$ cat config.mk
export PLATFORM = sky130hd
export DESIGN_NAME = apb_master
export DESIGN_NICKNAME = d
export VERILOG_FILES = /design/src/rtl/apb_master.sv
export SDC_FILE = /design/constraint.sdc
export NUM_CORES = 1
export LEC_CHECK = 0
export CAP_MARGIN = 30
export CORE_AREA = 3 3 159 161
export CTS_CLUSTER_DIAMETER = 30
export DETAILED_ROUTE_END_ITERATION = 7
export DIE_AREA = 0 0 162 164
export PLACE_DENSITY_LB_ADDON = 0.2
export SLEW_MARGIN = 20
export SYNTH_ARGS = -nofsm -noshare
export SYNTH_HDL_FRONTEND = slang
export SYNTH_SLANG_ARGS = --single-unit
$ cat constraint.sdc
create_clock -name pclk -period 3.55 [get_ports pclk]
set_input_delay 0.71 -clock pclk [delete_from_list [all_inputs] [get_ports pclk]]
set_output_delay 0.71 -clock pclk [all_outputs]
set_load 0.03 [all_outputs]
$ cat src/rtl/apb_master.sv
// APB initiator: buffers valid/ready requests in a small FIFO and runs each one
// as an APB SETUP/ACCESS transfer. Define APB_MASTER_PREADY_EN for slave wait states.
module apb_master #(
  parameter int ADDR_WIDTH = 8,
  parameter int DATA_WIDTH = 32,
  parameter int FIFO_DEPTH = 2
) (
  input  logic                  pclk,
  input  logic                  presetn,
  input  logic                  req_valid,
  output logic                  req_ready,
  input  logic                  req_write,
  input  logic [ADDR_WIDTH-1:0] req_addr,
  input  logic [DATA_WIDTH-1:0] req_wdata,
  output logic                  rsp_valid,
  input  logic                  rsp_ready,
  output logic [DATA_WIDTH-1:0] rsp_rdata,
  output logic                  rsp_write,
  output logic                  psel,
  output logic                  penable,
  output logic                  pwrite,
  output logic [ADDR_WIDTH-1:0] paddr,
  output logic [DATA_WIDTH-1:0] pwdata,
`ifdef APB_MASTER_PREADY_EN
  input  logic                  pready,
`endif
  input  logic [DATA_WIDTH-1:0] prdata
);

  localparam int PW = (FIFO_DEPTH > 2) ? $clog2(FIFO_DEPTH) : 1;
  localparam int CW = PW + 1;

  typedef struct packed {
    logic                  write;
    logic [ADDR_WIDTH-1:0] addr;
    logic [DATA_WIDTH-1:0] wdata;
  } req_t;

  typedef enum logic [1:0] {IDLE, SETUP, ACCESS, RESP} state_t;

  state_t          state_q, state_d;
  req_t            fifo_mem [FIFO_DEPTH];
  logic [PW-1:0]   wr_ptr, rd_ptr;
  logic [CW-1:0]   count;
  logic            push, pop, empty, access_done;
  req_t            head;

  assign req_ready = (count != CW'(FIFO_DEPTH));
  assign empty     = (count == '0);
  assign push      = req_valid && req_ready;
  assign head      = fifo_mem[rd_ptr];

`ifdef APB_MASTER_PREADY_EN
  assign access_done = pready;
`else
  assign access_done = 1'b1;
`endif

  assign psel    = (state_q == SETUP) || (state_q == ACCESS);
  assign penable = (state_q == ACCESS);

  always_comb begin
    state_d = state_q;
    pop     = 1'b0;
    case (state_q)
      IDLE: if (!empty) begin
        pop     = 1'b1;
        state_d = SETUP;
      end
      SETUP:  state_d = ACCESS;
      ACCESS: if (access_done) state_d = RESP;
      RESP: if (rsp_ready) begin
        // next request goes straight to SETUP without an idle bubble
        if (!empty) begin
          pop     = 1'b1;
          state_d = SETUP;
        end else begin
          state_d = IDLE;
        end
      end
      default: state_d = IDLE;
    endcase
  end

  always_ff @(posedge pclk or negedge presetn) begin
    if (!presetn) begin
      state_q <= IDLE;
    end else begin
      state_q <= state_d;
    end
  end

  always_ff @(posedge pclk or negedge presetn) begin
    if (!presetn) begin
      wr_ptr <= '0;
      rd_ptr <= '0;
      count  <= '0;
      for (int i = 0; i < FIFO_DEPTH; i++) fifo_mem[i] <= '0;
    end else begin
      if (push) begin
        fifo_mem[wr_ptr] <= '{write: req_write, addr: req_addr, wdata: req_wdata};
        wr_ptr           <= wr_ptr + PW'(1);
      end
      if (pop) rd_ptr <= rd_ptr + PW'(1);
      case ({push, pop})
        2'b10:   count <= count + CW'(1);
        2'b01:   count <= count - CW'(1);
        default: count <= count;
      endcase
    end
  end

  // address/data registers only change on a pop, so they hold while psel=0
  always_ff @(posedge pclk or negedge presetn) begin
    if (!presetn) begin
      pwrite <= 1'b0;
      paddr  <= '0;
      pwdata <= '0;
    end else if (pop) begin
      pwrite <= head.write;
      paddr  <= head.addr;
      pwdata <= head.write ? head.wdata : '0;
    end
  end

  always_ff @(posedge pclk or negedge presetn) begin
    if (!presetn) begin
      rsp_valid <= 1'b0;
      rsp_rdata <= '0;
      rsp_write <= 1'b0;
    end else if (state_q == ACCESS && access_done) begin
      rsp_valid <= 1'b1;
      rsp_rdata <= pwrite ? '0 : prdata;
      rsp_write <= pwrite;
    end else if (state_q == RESP && rsp_ready) begin
      rsp_valid <= 1'b0;
    end
  end

endmodule

==> impl_metrics.csv, run 1 <==
group,metric,value,unit
run_status,outcome,"finished clean",
clock_tree,cts_setup_buffers,0,
setup_path,cp_num_buf_inv,2,
grt,grt_pass1_vias,4840,
yosys,ys_types,30,
min_path,min_path_type,"input pin to asynchronous set/reset pin",
floorplan,die-area,26570,sq um
sta,setup_viol,0,
placed_design,place_ws,0.6933,ns
power,combPwrFrac,46.5,%
setup_path,path_max_fanout,4,
setup_path,crit_family,"buffers and inverters",
yosys,synth_top_area_share,57.18,%
grt,grt_pass1_wl,26.87,mm
setup_path,criticalPathCategory,"flop to output port",
grt,grt-ovfl-total,0,
clock_tree,clkTransAtPathRegs,0.06,ns
yosys,synth_cells,491,
yosys,ys_seq_area_share,57.18,%
sta,period_needed,2.736,ns
sta,rsz0062_at_grt,"false",
power,p_switching,0.003385,W
sta,min_period_over_period,77.08,%
yosys,ys_ff_latch,163,
floorplan,start_util,29.59,%
grt,track_usage,12.81,%
clock_tree,cts_buffers,17,
setup_path,cp_num_cells,3,
cells_and_area,final_cells,981,
floorplan,die_h,164,microns
power,power_density,990.0,nW/um^2
setup_path,reg2regPathDepth,5,
setup_path,cp.arrival,2.03,ns
placed_design,routabilityCongestion,0.7186,
grt,grt_max_degree,104,
yosys,synth-edff-count,0,
route,route.detailed.wl_per_inst,16.92,microns
yosys,ys_warn_count,0,
setup_path,cp_cell_sequence,"inv_1 > ha_1 > clkdlybuf4s50_1",
route,drc,0,
yosys,ys_top_cells_by_area,"dfrtp_1, mux2_2, mux2_4, mux2i_1, a31o_2",
cells_and_area,fillCellCount,2323,
power,p_seq_share,33.4,%
floorplan,rows,57,
power,vdd_ir_drop_max,0.3808,mV
placed_design,place_inst,947,
clock_tree,cts_num_sinks,163,
sta,relSlewSlack,44.35,%
clock_tree,cts_tree,"done",
route,firstDrtPassIters,4,
yosys,netlist_area,7133,sq um
placed_design,port-buffer-count,154,
cells_and_area,final_util,39.85,%
sta,timing.fmax,0.3654,GHz
power,p_sw_share,35.60,%
sta,hold_slack,0.1495,ns
clock_tree,insertion_delay,0.42,ns
cells_and_area,final_cell_mix,"dfrtp_1, clkdlybuf4s50_1, mux2_2",
power,power_frac_clock,20.1,%
route,vias,4403,
route,ant_nets,0,
clock_tree,cts.htree.levels,4,
setup_path,critPathLaunchType,"flop",
route,first_iter_violations,137,
sta,finClkSkew,0.01088,ns
clock_tree,cts_root_buf,"clkbuf_16",
route,routed_via_density,4.488,
yosys,yosysTopAreaCell,"dfrtp_1",
setup_path,cp_slowest_cell,"clkdlybuf4s50_1",
sta,tightest_slew,0.8173,ns
sta,drv_slew,0,
setup_path,end_kind,"output port",
cells_and_area,drive_gt1_share,31.51,%
placed_design,dp_hpwl,10.69,mm
setup_path,slowest_delay,0.76,ns
sta,hold_violations,0,
yosys,syn-num-nets,573,
sta,worst_slack,0.8136,ns
setup_path,reg2reg_slack,1.22,ns
setup_path,required,2.84,ns
flow_run,cap_violations,0,
grt,grt_antenna_before_repair,0,
cells_and_area,layout_commonest_cell,"dfrtp_1",
cells_and_area,area_delta_synth_final,34.68,%
power,p_leak,4.210,nW
clock_tree,clk_path_buf_depth,2,
cells_and_area,diodes,0,
floorplan,die_w,162,microns
floorplan,core_region_area,24110,sq um
power,p_int,0.006125,W
yosys,ys_async_sr_fraction,100.0,%
sta,setup_tns,0,ns
floorplan,io_pins,155,
route,wl,16.60,mm
yosys,ys.flop_type,"dfrtp_1",
clock_tree,cts_hold_buffers,0,
yosys,synth_area_per_cell,14.53,sq um
cells_and_area,fin_nets,726,
clock_tree,post_cts_resized,0,
metal layers:
layer	global-route usage (%)	vias to the layer above	share of wire, %
met5	0	-	0
met1	16.90	2244	48
met2	20.52	119	46
li1	-	2029	-
met4	3.645	0	0.92
met3	3.859	11	4.9
cell usage after synthesis (4+ instances only):
cell / n
clkbuf_1: 8
mux2_4: 40
nand2_1: 6
mux2i_1: 33
nor2_1: 34
buf_2: 14
buf_6: 5
inv_1: 7
ha_1: 5
o21ai_0: 4
dfrtp_1: 163
nor2b_1: 30
buf_12: 4
a31o_2: 28
mux2_2: 89
sequential cells by signal, indices dropped and copies added, names as in the netlist, 2 cells and up:
register,flops
paddr,8
count,2
rsp_rdata,32
pwdata,32
state_q,2
fifo_mem,82
path summary, 6_finish.rpt:
| kind | startpoint | end |
|---|---|---|
| max in group asynchronous | presetn | rsp_rdata[27]$_DFFE_PN0P_ |
| min | presetn | fifo_mem[48]$_DFFE_PN0P_ |
| min reg2reg | rsp_valid$_DFFE_PN0P_ | rsp_valid$_DFFE_PN0P_ |
| max reg2reg | state_q[0]$_DFFE_PN0P_ | pwdata[3]$_DFFE_PN0P_ |
| min in group pclk | rsp_valid$_DFFE_PN0P_ | rsp_valid$_DFFE_PN0P_ |
| max | state_q[0]$_DFFE_PN0P_ | psel |
cells by family after synthesis:
group / after synthesis / share of synthesized area, %
compound gates: 38 / 4.298
xor+xnor: 5 / 0.6140
fa+ha+maj: 5 / 0.8770
buf+inv: 38 / 3.684
flops: 163 / 57.18
mux: 166 / 27.77
simple gates: 76 / 5.578
cell type report:
class / instances / area, sq um / share of cell area, %
Clock buffer: 21 / 460.4 / 4.793
Clock inverter: 11 / 150.1 / 1.563
Inverter: 7 / 26.28 / 0.2735
Multi-Input combinational cell: 290 / 2806 / 29.21
Sequential cell: 163 / 4080 / 42.47
Tap cell: 324 / 405.4 / 4.220
Timing Repair Buffer: 165 / 1678 / 17.47
power by group through the flow:
stage	logic [W]	clock network [W]	registers [W]
detailed placement	0.00447	0	0.00321
global placement	0.00438	0	0.00318
global route	0.00477	0.00206	0.00329
floorplan	0.00261	0	0.00370
CTS	0.00448	0.00199	0.00319
finish	0.00442	0.00191	0.00318
per-stage QoR:
step	power, W	area, sq um
floorplan	0.006314	7133
global placement	0.007557	8954
detailed placement	0.007680	8954
CTS	0.009659	9564
global route	0.01011	9607
finish	0.009510	9607
Note: power is estimated with default switching activity, not from simulation.
==> inputs of run 2 (changes only) <==
==> constraint.sdc (replaced) <==
create_clock -name pclk -period 2.75 [get_ports pclk]
set_input_delay 0.55 -clock pclk [delete_from_list [all_inputs] [get_ports pclk]]
set_output_delay 0.55 -clock pclk [all_outputs]
set_load 0.03 [all_outputs]
==> run 2 against run 1 <==
Net effect:
- sequential share of layout area fell by 0.13 points
- first-iteration DRC count rose by 27%
- non-clock buffer count rose by 2
- clock power rose by 30%
- critical endpoint unchanged
- power rose by 30%
- hold slack got worse by 0.045 ns
- setup slack got worse by 0.65 ns
- critical path depth did not move
- critical path type unchanged
==> impl_metrics.csv, run 2 (synthesized netlist as in run 1, its figures left out) <==
group,metric,value,unit
setup_path,critPathLaunchType,"flop",
setup_path,slowest_delay,0.75,ns
cells_and_area,area_delta_synth_final,35.08,%
power,combPwrFrac,46.3,%
sta,drv_slew,0,
setup_path,reg2reg_slack,0.86,ns
sta,rsz0062_at_grt,"false",
floorplan,io_pins,155,
clock_tree,cts.htree.levels,4,
grt,track_usage,12.79,%
power,p_switching,0.004396,W
power,vdd_ir_drop_max,0.5030,mV
route,ant_nets,0,
clock_tree,cts_tree,"done",
run_status,outcome,"finished clean",
sta,finClkSkew,0.008754,ns
cells_and_area,top_regs,"fifo_mem: 82 flops, pwdata: 32 flops, rsp_rdata: 32 flops",
floorplan,core_region_area,24110,sq um
setup_path,r2r_end,"pwdata[26]$_DFFE_PN0P_",
power,power_density,1279,nW/um^2
placed_design,port-buffer-count,154,
setup_path,crit_family,"buffers and inverters",
setup_path,cp_cell_sequence,"inv_1 > ha_1 > clkdlybuf4s50_1",
setup_path,cp_num_buf_inv,2,
setup_path,reg2regPathDepth,4,
sta,setup_viol,0,
placed_design,place_ws,0.5326,ns
floorplan,rows,57,
clock_tree,cts_setup_buffers,0,
floorplan,die_h,164,microns
setup_path,criticalPathCategory,"flop to output port",
cells_and_area,top_register,"fifo_mem",
sta,setup_tns,0,ns
setup_path,r2r_start,"rd_ptr$_DFFE_PN0P_",
grt,grt_pass1_wl,26.85,mm
power,p_seq_share,33.7,%
sta,tightest_slew,0.9055,ns
power,p_int,0.007932,W
setup_path,crit_path_end,"psel",
power,p_leak,4.221,nW
grt,grt_max_degree,64,
cells_and_area,drive_gt1_share,32.02,%
setup_path,end_kind,"output port",
power,power_frac_clock,20.1,%
placed_design,dp_hpwl,10.99,mm
setup_path,crit_start,"state_q[1]$_DFFE_PN0P_",
cells_and_area,diodes,0,
floorplan,die_w,162,microns
clock_tree,clk_path_buf_depth,2,
power,p_sw_share,35.66,%
sta,hold_violations,0,
sta,min_period_over_period,93.96,%
sta,worst_slack,0.1662,ns
route,first_iter_violations,174,
cells_and_area,layout_commonest_cell,"dfrtp_1",
sta,timing.fmax,0.3870,GHz
setup_path,cp_num_cells,3,
placed_design,place_inst,951,
placed_design,routabilityCongestion,0.7254,
route,route.detailed.wl_per_inst,16.67,microns
cells_and_area,fin_nets,728,
clock_tree,clkTransAtPathRegs,0.06,ns
floorplan,start_util,29.59,%
cells_and_area,fillCellCount,2328,
clock_tree,cts_root_buf,"clkbuf_16",
floorplan,die-area,26570,sq um
cells_and_area,largest_reg_flops,82,
sta,period_needed,2.584,ns
sta,relSlewSlack,39.56,%
clock_tree,post_cts_resized,0,
clock_tree,cts_hold_buffers,0,
grt,grt_antenna_before_repair,0,
route,firstDrtPassIters,4,
cells_and_area,final_cells,983,
clock_tree,insertion_delay,0.42,ns
clock_tree,cts_num_sinks,163,
setup_path,cp_slowest_cell,"clkdlybuf4s50_1",
cells_and_area,final_cell_mix,"dfrtp_1, clkdlybuf4s50_1, mux2_2",
clock_tree,cts_buffers,17,
route,vias,4424,
cells_and_area,design_area,9635,sq um
route,wl,16.39,mm
setup_path,cp.arrival,2.03,ns
setup_path,path_max_fanout,5,
route,drc,0,
setup_path,required,2.20,ns
min_path,min_path_type,"input pin to asynchronous set/reset pin",
grt,grt_pass1_vias,4931,
route,routed_via_density,4.501,
flow_run,cap_violations,0,
placed_design,place_area,9021,sq um
grt,grt-ovfl-total,0,
-- run 2: changes by cell type in the layout (fill, tap and decap cells not counted), sizes merged --
| cell | previous run | this run |
|---|---|---|
| clkbuf | 21 | 18 |
| buf | 12 | 14 |
| inv | 9 | 11 |
| clkinvlp | 2 | 3 |
-- run 2: stage by stage --
step                      total power (W)  hold WS (ns)  utilization [%]
after CTS                         0.01253        0.1177            39.97
after global routing              0.01313        0.1396            39.97
after detailed placement         0.009990        0.4689            37.42
final                             0.01233        0.1046            39.97
after global placement           0.009804        0.4591            37.42
after floorplan                  0.008151        0.2544                -
-- run 2: routing by layer --
metal	track usage, %	wire, microns	vias to the layer above
met5	0	0	-
met4	3.877	148	0
met2	20.10	7571	121
met1	17.22	7735	2265
met3	3.657	929	11
li1	-	-	2027
-- run 2: power by group through the flow --
| stage | clock (W) | combinational (W) | sequential [W] |
|---|---|---|---|
| after floorplan | 0 | 0.00337 | 0.00478 |
| after global placement | 0 | 0.00567 | 0.00414 |
| after detailed placement | 0 | 0.00579 | 0.00420 |
| after CTS | 0.00255 | 0.00581 | 0.00417 |
| after global routing | 0.00268 | 0.00614 | 0.00430 |
| final | 0.00248 | 0.00570 | 0.00415 |
-- run 2: worst min path at each step --
stage                                     start                        to  slack (ns)  cells past startpoint
after CTS                               presetn  fifo_mem[72]$_DFFE_PN0P_        0.12                      1
after global placement    rsp_valid$_DFFE_PN0P_     rsp_valid$_DFFE_PN0P_        0.46                      1
after global routing                    presetn     pwdata[0]$_DFFE_PN0P_        0.14                      1
after detailed placement  rsp_valid$_DFFE_PN0P_     rsp_valid$_DFFE_PN0P_        0.47                      1
final                                   presetn     pwdata[0]$_DFFE_PN0P_        0.10                      1
after floorplan                         presetn      count[0]$_DFFE_PN0P_        0.25                      0
-- run 2: area by class of cell --
class / count / area [sq um] / share of cell area (%)
Clock buffer: 18 / 439.2 / 4.558
Multi-Input combinational cell: 290 / 2806 / 29.13
Sequential cell: 163 / 4080 / 42.35
Clock inverter: 14 / 175.2 / 1.818
Tap cell: 324 / 405.4 / 4.207
Inverter: 7 / 26.28 / 0.2727
Timing Repair Buffer: 167 / 1703 / 17.67
-- run 2: worst reg2reg max path, stage by stage, from the launching register on --
cell,delay (ns)
dfrtp_2,0.62
mux2i_4,0.48
buf_4,0.32
nor2_1,0.09
mux2_2,0.26
